$ cat config.mk
export PLATFORM = sky130hd
export DESIGN_NAME = registers_stage1
export DESIGN_NICKNAME = d
export VERILOG_FILES = /design/src/rtl/registers_stage1_pkg.sv /design/src/rtl/registers_stage1_byte_lane_encoder.sv /design/src/rtl/registers_stage1.sv
export SDC_FILE = /design/constraint.sdc
export NUM_CORES = 1
export LEC_CHECK = 0
export CAP_MARGIN = 0
export CORE_MARGIN = 2
export CORE_UTILIZATION = 47
export CTS_CLUSTER_DIAMETER = 200
export DETAILED_ROUTE_END_ITERATION = 6
export PLACE_DENSITY = 0.79
export SYNTH_ARGS = -nofsm -noshare
export SYNTH_HDL_FRONTEND = slang
export SYNTH_HIERARCHICAL = 1
export SYNTH_SLANG_ARGS = --single-unit
export TNS_END_PERCENT = 10
$ cat constraint.sdc
create_clock -name clock -period 3.75 [get_ports clock]
set_input_delay 0.5625 -clock clock [delete_from_list [all_inputs] [get_ports clock]]
set_output_delay 0.5625 -clock clock [all_outputs]
set_load 0.03 [all_outputs]
$ cat src/rtl/registers_stage1_pkg.sv
// Shared instruction encoding for the register-read stage: opcodes, access widths, field positions.
// Latency: n/a (types and constants only).
// Backpressure: n/a.
package registers_stage1_pkg;

    typedef enum logic [4:0] {
        OPCODE_NOP   = 5'd0,
        OPCODE_LOAD  = 5'd1,
        OPCODE_STORE = 5'd2,
        OPCODE_LOADI = 5'd3
    } t_opcode;

    // Encoding 2'd3 is unassigned and is treated as a longword access.
    typedef enum logic [1:0] {
        CW_BYTE = 2'd0,
        CW_WORD = 2'd1,
        CW_LONG = 2'd2
    } t_cycle_width;

    typedef logic [3:0] t_reg;

    // One in-flight register write tracked by the hazard scoreboard.
    typedef struct packed {
        logic valid;
        t_reg index;
    } t_pend;

    // Instruction field positions.
    localparam int OPCODE_LSB = 27;
    localparam int CW_LSB     = 25;
    localparam int REG_LSB    = 20;
    localparam int AREG_LSB   = 16;

    localparam logic [31:0] NOP_INSTRUCTION = {OPCODE_NOP, 27'h0};

endpackage

$ cat src/rtl/registers_stage1_byte_lane_encoder.sv
// Maps access width and low address bits to big-endian byte strobes and lane-replicated store data.
// Latency: combinational.
// Backpressure: none; flags misaligned WORD/LONG accesses for the caller to squash.
module registers_stage1_byte_lane_encoder
    import registers_stage1_pkg::*;
(
    input  t_cycle_width width,
    input  logic [1:0]   ea_low,
    input  logic [31:0]  data,
    output logic [3:0]   strobes,
    output logic [31:0]  lane_data,
    output logic         misaligned
);

    // Strobe bit 3 is the most significant byte lane (big-endian numbering).
    always_comb begin
        strobes    = 4'b1111;
        lane_data  = data;
        misaligned = 1'b0;
        case (width)
            CW_BYTE: begin
                strobes   = 4'b1000 >> ea_low;
                lane_data = {4{data[7:0]}};
            end
            CW_WORD: begin
                strobes    = ea_low[1] ? 4'b0011 : 4'b1100;
                lane_data  = {2{data[15:0]}};
                misaligned = ea_low[0];
            end
            default: begin
                strobes    = 4'b1111;
                lane_data  = data;
                misaligned = (ea_low != 2'b00);
            end
        endcase
    end

endmodule

$ cat src/rtl/registers_stage1.sv
// Register-read stage: reads operands, forms the effective address, issues LOAD/STORE requests, tracks RAW hazards.
// Latency: 1 cycle; memory request and outbound instruction update on the same edge.
// Backpressure: stall holds fetch and inserts a NOP bubble while a source is still pending in stage 2.
module registers_stage1
    import registers_stage1_pkg::*;
(
    input  logic        clock,
    input  logic        reset,
    input  logic [31:0] inbound_instruction,
    output logic [3:0]  reg_read_index_a,
    output logic [3:0]  reg_read_index_b,
    input  logic [31:0] reg_read_data_a,
    input  logic [31:0] reg_read_data_b,
    output logic [29:0] mem_address,
    output logic [3:0]  mem_data_strobes,
    output logic        mem_read,
    output logic        mem_write,
    output logic [31:0] mem_data_out,
    output logic        bus_error,
    output logic        stall,
    output logic [31:0] outbound_instruction
);

    t_opcode      opcode;
    t_cycle_width width;
    logic [31:0]  ea;
    logic         is_mem;
    logic         uses_b;
    logic         writes_dest;
    logic         hit_a;
    logic         hit_b;
    logic [3:0]   lane_strobes;
    logic [31:0]  lane_data;
    logic         misaligned;
    logic         issue_mem;
    logic         squash;
    t_pend        pend1;
    t_pend        pend2;

    assign opcode           = t_opcode'(inbound_instruction[OPCODE_LSB +: 5]);
    assign width            = t_cycle_width'(inbound_instruction[CW_LSB +: 2]);
    assign reg_read_index_a = inbound_instruction[AREG_LSB +: 4];
    assign reg_read_index_b = inbound_instruction[REG_LSB +: 4];

    // Address register is read by both memory ops; only STORE also reads the data register.
    assign is_mem      = (opcode == OPCODE_LOAD) || (opcode == OPCODE_STORE);
    assign uses_b      = (opcode == OPCODE_STORE);
    assign writes_dest = (opcode == OPCODE_LOAD) || (opcode == OPCODE_LOADI);

    assign ea = reg_read_data_a + {{16{inbound_instruction[15]}}, inbound_instruction[15:0]};

    assign hit_a = (pend1.valid && (pend1.index == reg_read_index_a)) ||
                   (pend2.valid && (pend2.index == reg_read_index_a));
    assign hit_b = (pend1.valid && (pend1.index == reg_read_index_b)) ||
                   (pend2.valid && (pend2.index == reg_read_index_b));

    assign stall = (is_mem && hit_a) || (uses_b && hit_b);

    registers_stage1_byte_lane_encoder u_lane (
        .width      (width),
        .ea_low     (ea[1:0]),
        .data       (reg_read_data_b),
        .strobes    (lane_strobes),
        .lane_data  (lane_data),
        .misaligned (misaligned)
    );

    // A misaligned access that would otherwise issue is dropped and replaced by a bubble.
    assign squash    = is_mem && !stall && misaligned;
    assign issue_mem = is_mem && !stall && !misaligned;

    // Pipeline register, memory request and hazard scoreboard advance together every edge.
    always_ff @(posedge clock or posedge reset) begin
        if (reset) begin
            outbound_instruction <= NOP_INSTRUCTION;
            mem_address          <= '0;
            mem_data_strobes     <= '0;
            mem_read             <= 1'b0;
            mem_write            <= 1'b0;
            mem_data_out         <= '0;
            bus_error            <= 1'b0;
            pend1                <= '0;
            pend2                <= '0;
        end else begin
            pend2       <= pend1;
            pend1.valid <= writes_dest && !stall && !squash;
            pend1.index <= reg_read_index_b;

            mem_read         <= issue_mem && (opcode == OPCODE_LOAD);
            mem_write        <= issue_mem && (opcode == OPCODE_STORE);
            mem_data_strobes <= issue_mem ? lane_strobes : 4'b0000;
            if (issue_mem) begin
                mem_address  <= ea[31:2];
                mem_data_out <= lane_data;
            end

            if (squash) begin
                bus_error <= 1'b1;
            end

            outbound_instruction <= (stall || squash) ? NOP_INSTRUCTION : inbound_instruction;
        end
    end

endmodule

* Word-level counts from Yosys, hierarchy flattened *
Cells that the tools add are included.

cells by class
  $add $sub $neg = 1
  equality and inequality tests = 8
  shift operators = 1
  multiplexer cells = 6
  reductions and logical operators = 24

operators by type and width
  operator               number
  $pmux W32 S2           1
  $add A32 B32 Y32       1
  $mux W32               1
  $eq A4 B4 Y1           4
  $logic_and A1 B1 Y1    13
  $eq A5 B2 Y1 const B   2
  $mux W4                2
  $pmux W4 S2            1
  $logic_or A1 B1 Y1     6
  $eq A5 B1 Y1 const B   1
  $shr A4 B2 Y4 const A  1
  $logic_not A1 Y1       3
  $eq A2 B1 Y1 const B   1
  $logic_not A2 Y1       1
  $pmux W1 S2            1
  $reduce_bool A2 Y1     1

word-level totals
  flip-flop bits (word level) = 111
  bits of input ports = 98
  word-level logic and storage cells = 51

* Longest topological paths before layout *
Gate-level depths: netlist of the first run.

  depth after elaboration = 10
  mapped depth = 12
  gate-level depth less buffers = 10

* Hierarchy *
The synthesis of the first run kept the hierarchy.

by module, submodules not included
  module                              times used  cells an instance  area each (um^2)  seq. area each (um^2)
  registers_stage1                    1           648                5977.0            2777.7
  registers_stage1_byte_lane_encoder  1           63                 521.8             0.0

* Least setup slack after synthesis of the first run *
Ideal clock, no wire load.

  kind = input-to-reg
  start point = in inbound_instruction[0]
  end point = reg mem_address[25]
  setup time = 0.132 ns
  arrival = 2.675 ns
  required time = 3.618 ns
  slack = 0.944 ns
  cell stages on the path = 10
  buffers on the path = 1
  cell sequence = ha_1 -> fa_1 -> nor2_1 -> nor2_1 -> inv_1 -> o221ai_2 -> or3_1 -> buf_2 -> a211oi_1 -> or3b_1

on the way
  cells in the longest elaborated chain, start to end = 5

RTL lines
  item                  RTL line                                  RTL
  from (decl)           registers_stage1.sv:9                     input logic [31:0] inbound_instruction,
  $add A32 B32 Y32      registers_stage1.sv:50                    assign ea = reg_read_data_a + {{16{inbound_instruction[15]}}, inbound_instruction[15:0]};
  named net ea[1]       registers_stage1.sv:26                    logic [31:0] ea;
  $reduce_bool A2 Y1    registers_stage1_byte_lane_encoder.sv:33  misaligned = (ea_low != 2'b00);
  $pmux W1 S2           registers_stage1_byte_lane_encoder.sv:20  case (width)
  named net misaligned  registers_stage1.sv:34                    logic misaligned;
  $logic_not A1 Y1      registers_stage1.sv:70                    assign issue_mem = is_mem && !stall && !misaligned;
  $logic_and A1 B1 Y1   registers_stage1.sv:70
  to (signal assigned)  registers_stage1.sv:93                    mem_address <= ea[31:2];
  to (decl)             registers_stage1.sv:14                    output logic [29:0] mem_address,

The timed path passes the listed nets, and every way through them passes these cells.
A chain may end at the register's enable or synchronous reset.

* Worst setup path after layout of the first run *
  start point = in inbound_instruction[23]
  end point = out stall

on the way
  cells in the longest elaborated chain, start to end = 5

RTL lines
  item                                    RTL line                                        RTL
  $eq A4 B4 Y1 (on tied branches)         registers_stage1.sv:54, registers_stage1.sv:55
  $logic_and A1 B1 Y1 (on tied branches)  registers_stage1.sv:54, registers_stage1.sv:55
  $logic_or A1 B1 Y1 (*)                  registers_stage1.sv:54                          assign hit_b = (pend1.valid && (pend1.index == reg_read_index_b)) ||
  $logic_and A1 B1 Y1 (*)                 registers_stage1.sv:57                          assign stall = (is_mem && hit_a) || (uses_b && hit_b);
  $logic_or A1 B1 Y1 (*)                  registers_stage1.sv:57
  to (decl)                               registers_stage1.sv:20                          output logic stall,

Every way passes the cells marked *; elsewhere a longest branch is shown, timed or not.

==> results of run 1 <==
placed cells by master, fill, tap and decap left out, types with 5 or more instances in the layout:
cell type	synthesis	layout
o21a_1	6	6
and2_1	37	37
mux2_2	16	16
nor3_1	12	11
nor2_1	26	26
o21bai_1	5	5
ha_1	31	31
clkdlybuf4s50_1	0	207
o21ai_1	8	8
nor4_1	7	7
mux2i_1	9	9
buf_4	18	10
nand2_1	162	162
o21ai_0	36	36
nand4_1	5	5
a21o_1	11	11
xor2_1	15	15
xnor2_1	25	25
clkbuf_16	0	9
o31ai_1	5	5
a21oi_1	37	36
dfrtp_1	111	111
nand3_1	14	14
o21ai_2	6	6
inv_1	14	13
routing by layer:
metal | track usage (%) | up-vias | part of all wire (%)
met5 | 0 | - | 0
met4 | 9.267 | 0 | 2.9
met3 | 3.371 | 30 | 5.7
met2 | 41.78 | 234 | 50
met1 | 32.33 | 2799 | 42
li1 | - | 2795 | -
final timing paths:
path / endpoint / cells past startpoint
max reg2reg: mem_address[25]$_DFFE_PP0P_ / 8
max: stall / 7
max in group asynchronous: mem_address[28]$_DFFE_PP0P_ / 3
min reg2reg: pend2[4]$_DFF_PP0_ / 0
min in group asynchronous: outbound_instruction[24]$_DFF_PP0_ / 3
min: pend2[4]$_DFF_PP0_ / 0
worst register-to-register path: stages, from the launching register on:
cell	delay [ns]
dfrtp_1	0.42
xor2_1	0.17
nor3_1	0.23
nand3_1	0.16
a21oi_2	0.36
or3_2	0.35
buf_12	0.24
nor4_1	0.09
or3b_1	0.39
cell type report:
class	count	share of cell area, %
Sequential cell	111	31.12
Antenna cell	1	0.02804
Timing Repair Buffer	219	24.51
Inverter	14	0.6169
Clock buffer	9	2.523
Clock inverter	7	0.8131
Multi-Input combinational cell	535	37.92
Tap cell	176	2.467
report_power, final:
part           leakage (nW)  total, mW  switching [mW]  internal [mW]
Combinational          2.38       1.90            1.11          0.796
Sequential             1.38       1.60           0.145           1.45
Clock                 0.143      0.955           0.482          0.473
logic make-up after synthesis:
group / Yosys count
flops: 111
compound gates: 150
fa+ha+maj: 32
buf+inv: 65
xor+xnor: 40
simple gates: 288
mux: 25
sequential cells by signal (all words and copies together) (netlist names):
register	flops
mem_data_out	32
outbound_instruction	32
mem_address	30
pend1	5
pend2	5
mem_data_strobes	4
bus_error	1
mem_read	1
mem_write	1
metrics by stage:
step           hold WS (ns)  std cells  area [µm²]  worst slack (ns)  util, %
2_1_floorplan        0.3733        711        6499            0.2568        -
3_3_place_gp         0.3873       1055        8625            0.2799    64.61
3_5_place_dp         0.3951       1055        8625            0.2494    64.61
4_1_cts              0.4125       1071        8922            0.4507    66.84
5_1_grt              0.4410       1072        8925            0.3624    66.86
6_report             0.4200       1072        8925            0.4418    66.86
==> flow_summary.ini, run 1 <==
[synthesis]
synth_common_cells = nand2_1 (162), dfrtp_1 (111), a21oi_1 (37), and2_1 (37), o21ai_0 (36)
synth-seq-area-share_pct = 42.74
yosys.area.top_type = dfrtp_1
syn_nets = 841
yosysMostFrequentCell = nand2_1
synth_area_per_cell_um2 = 9.140
async_flop_share_pct = 100.0
synthAdderAreaFrac_pct = 6.276
synth_edf_count = 0
synth_area_leaders = dfrtp_1 (43%), nand2_1 (9.4%), ha_1 (6.0%)
synth_area_um2 = 6499
synth.yosys.warnings = 6
ys_types = 62
synth-simple-area-share_pct = 20.41
muxShareOfSynthArea_pct = 4.159
yosysTopAreaCellShare_pct = 42.74
synth-xor-area-share_pct = 5.391
synth_flop_cell = dfrtp_1
synth_compound_area_share_pct = 15.69
synth-seq-cells = 111
synth_top_family_by_area = simple AND/OR/NAND/NOR gates
syn_inst = 711

[floorplanning]
die_area_um2 = 14780
ios = 208
coreArea_um2 = 13350
rows = 42
initial_utilization_pct = 48.69
die_h_um = 121.6
die_w_um = 121.6

[timing]
tns_ns = 0
slew_headroom_pct = 61.14
tightest_slew_ns = 0.5829
finalHoldViolCount = 0
period_share_pct = 88.22
final.setup_skew_ns = 0.01026
timing.fmax_ghz = 0.3023
setup_violations = 0
rsz0062_at_grt = no
slew_violations = 0
post-route-min-period_ns = 3.308

[clock_network]
clockBufferDepth = 2
ctsResizeCount = 0
clkLatencyLatePin_ns = 0.35
cts_tree = yes
numCtsBuffers = 9
hold_buffers = 0
ctsHtreeMaxLevel = 3
cts_setup_buffers = 0
cts_root_buffer = clkbuf_16
path_clk_slew_ns = 0.08
cts_sinks = 111

[drt]
drc_errors = 0
antenna_left = 0
dr.first_iter.drc_count = 442
wl_um = 18240
wl_per_cell_um = 17.02
vias_per_cell = 5.465
dr.pass1.iters = 5
dr_total_vias = 5858

[global_routing]
grt_pass1_wl_um = 28810
grt-ovfl-total = 0
track_usage_pct = 24.66
grt_pass1_vias = 5773
grt_max_degree = 112
antenna_found_initial = 1

[cells_and_area]
fillers = 1060
nets = 1020
syn2layout_area_growth_pct = 37.33
final_layout_size_suffix_gt1_share_pct = 7.486
seq_area_um2 = 2778
multi_input_area_um2 = 3385

[power]
total_power_mw = 4.454
powerDensity_nw_per_um2 = 499.1
leakagePower_nw = 3.904
vdd_drop_max_mv = 0.2960

[critical_path]
critPathMaxStageDelay_ns = 0.68
cp-startpoint = inbound_instruction[23]
rrSetupSlack_ns = 1.21
path_delay_family = buffers and inverters
start_kind = primary input
path_common_cell = clkdlybuf4s50_1
critPathArrivalTime_ns = 2.75
crit_slowest_cell = clkdlybuf4s50_1
worstPathRequired_ns = 3.19
cp_cell_sequence = clkdlybuf4s50_1 > xor2_1 > nor3_1 > nand3_1 > a21o_1 > nand2_1 > clkdlybuf4s50_1
path_class = primary input to primary output
crit_buf_inv = 2
critPathMaxFanout = 5
end_kind = primary output
r2r-start = pend1[0]$_DFF_PP0_

[placed_design]
port_buffers = 207
hpwl_um = 14120
routabilityCongestion = 1.040

[run_status]
status = complete, no violations

[worst_hold_path]
hp-class = register to register
hp-start = pend1[4]$_DFF_PP0_

[run]
cap_viol_max_count = 0
Power figures use the tool's default switching activity.
==> inputs of run 2 (changes only) <==
CORE_UTILIZATION = 60   (was 47)
DONT_BUFFER_PORTS = 1   (was default)
PLACE_DENSITY = 0.74   (was 0.79)
==> run 2 against run 1 <==
First-iteration DRC count down 8.8%. Die area down 21%. Final cell count down 24%. Power down 20%. Register-to-register slack worse by 0.02 ns. Utilization down 2.9 points. Worst setup slack better by 0.61 ns. Maximum frequency up 22%. Sequential power up 34%. Non-clock buffer count down 211. Critical path depth up 3. Largest power group is now registers.
==> flow_summary.ini, run 2 (synthesized netlist as in run 1, its figures left out) <==
[floorplanning]
rows = 37
coreArea_um2 = 10420
ios = 208
die_h_um = 108.1
die_area_um2 = 11680
initial_utilization_pct = 62.39
die_w_um = 108.1

[worst_hold_path]
hp-class = primary input to register

[critical_path]
critPathArrivalTime_ns = 3.04
critPathMaxStageDelay_ns = 0.63
crit_buf_inv = 2
path_common_cell = nor2_1
critPathMaxFanout = 45
start_kind = primary input
crit_slowest_cell = or3_2
path_class = primary input to register
worstPathRequired_ns = 4.09
cp_cell_sequence = ha_1 > fa_1 > nor2_1 > nor2_1 > inv_1 > o221ai_2 > or3_2 > buf_4 > nor4_1 > or3b_1
end_kind = register
path_delay_family = simple AND/OR/NAND/NOR gates

[drt]
dr.first_iter.drc_count = 403
dr.pass1.iters = 6
vias_per_cell = 6.138
antenna_left = 0
drc_errors = 0
wl_per_cell_um = 19.47
dr_total_vias = 5033
wl_um = 15960

[global_routing]
track_usage_pct = 27.19
grt_pass1_wl_um = 24770
grt_max_degree = 82
antenna_found_initial = 0
grt-ovfl-total = 0
grt_pass1_vias = 4872

[cells_and_area]
layout_commonest_cell = nand2_1
final_util_pct = 63.94
final_layout_size_suffix_gt1_share_pct = 9.211
final_cell_mix = nand2_1 (162), dfrtp_1 (111), and2_1 (37)
final_cells = 820
top_regs = mem_data_out: 32 flops, outbound_instruction: 32 flops, mem_address: 30 flops
fillers = 859
diodes = 0
syn2layout_area_growth_pct = 2.484
nets = 809

[clock_network]
numCtsBuffers = 9
cts_setup_buffers = 0
cts_root_buffer = clkbuf_8
ctsResizeCount = 0
cts_tree = yes
cts_sinks = 111
ctsHtreeMaxLevel = 3
clockBufferDepth = 2
path_clk_slew_ns = 0.12
clkLatencyLatePin_ns = 0.39
hold_buffers = 0

[power]
seqPwrFrac_pct = 60.2
swShare_pct = 44.02
leakagePower_nw = 3.044
clkPwrFrac_pct = 21.0
power.switching_mw = 1.573
p_int_mw = 2.000
powerDensity_nw_per_um2 = 536.4
p_comb_share_pct = 18.8
vdd_drop_max_mv = 0.3065

[timing]
tns_ns = 0
rsz0062_at_grt = no
period_share_pct = 72.05
setup_violations = 0
slew_violations = 0
timing.fmax_ghz = 0.3701
final.setup_skew_ns = 0.01124
post-route-min-period_ns = 2.702
slew_headroom_pct = 33.73
finalHoldViolCount = 0
tightest_slew_ns = 0.9941

[placed_design]
port_buffers = 0
dp.cells = 804
hpwl_um = 12080
routabilityCongestion = 0.8597

[run]
cap_viol_max_count = 0

[run_status]
status = complete, no violations
-- run 2: area by class of cell --
type	count	area (µm²)	share of cell area (%)
clock buffers	9	123.9	1.860
well taps	136	170.2	2.555
multi-input cells	535	3385	50.82
repair buffers	8	72.57	1.090
clock inverters	7	76.32	1.146
inverters	14	55.05	0.8266
flip-flops and latches	111	2778	41.71
-- run 2: layer usage --
metal,vias up,track usage [%],share of wire [%]
li1,2369,-,-
met1,2379,35.01,41
met2,246,43.80,46
met3,39,7.414,9.9
met4,0,10.53,2.6
met5,-,0,0
-- run 2: worst paths after layout --
kind,from,to,slack (ns),cells past startpoint
max,inbound_instruction[0],mem_address[25]$_DFFE_PP0P_,1.05,10
min,inbound_instruction[23],pend1[3]$_DFF_PP0_,0.18,0
max reg2reg,pend1[0]$_DFF_PP0_,mem_address[25]$_DFFE_PP0P_,1.19,9
min reg2reg,pend1[4]$_DFF_PP0_,pend2[4]$_DFF_PP0_,0.42,0
max in group asynchronous,reset,mem_address[12]$_DFFE_PP0P_,2.64,2
min in group asynchronous,reset,outbound_instruction[19]$_DFF_PP0_,0.27,1
-- run 2: power groups by stage --
stage / registers (mW) / clock network [mW] / logic [mW]
after floorplan: 2.11 / 0 / 0.574
after global placement: 2.17 / 0 / 0.637
after detailed placement: 2.18 / 0 / 0.668
after CTS: 2.16 / 0.755 / 0.670
after global routing: 2.18 / 0.807 / 0.763
final: 2.15 / 0.751 / 0.672
-- run 2: worst reg2reg max path, delay by kind of cell, from the launching register on --
kind / cells / cell delay (ns)
buffers and inverters: 2 / 0.56
flip-flops: 1 / 0.43
XOR/XNOR: 1 / 0.18
AO/OA/AOI/OAI: 1 / 0.17
AND/OR/NAND/NOR: 5 / 1.12
-- run 2: through the flow --
step | instance area, µm² | worst slack, ns | power (mW) | hold slack [ns]
floorplan | 6499 | 0.2568 | 2.681 | 0.3733
global placement | 6460 | 0.7083 | 2.811 | 0.3834
detailed placement | 6460 | 0.6393 | 2.844 | 0.3984
CTS | 6660 | 1.061 | 3.580 | 0.1719
global route | 6660 | 0.8588 | 3.752 | 0.1580
finish | 6660 | 1.048 | 3.572 | 0.1835
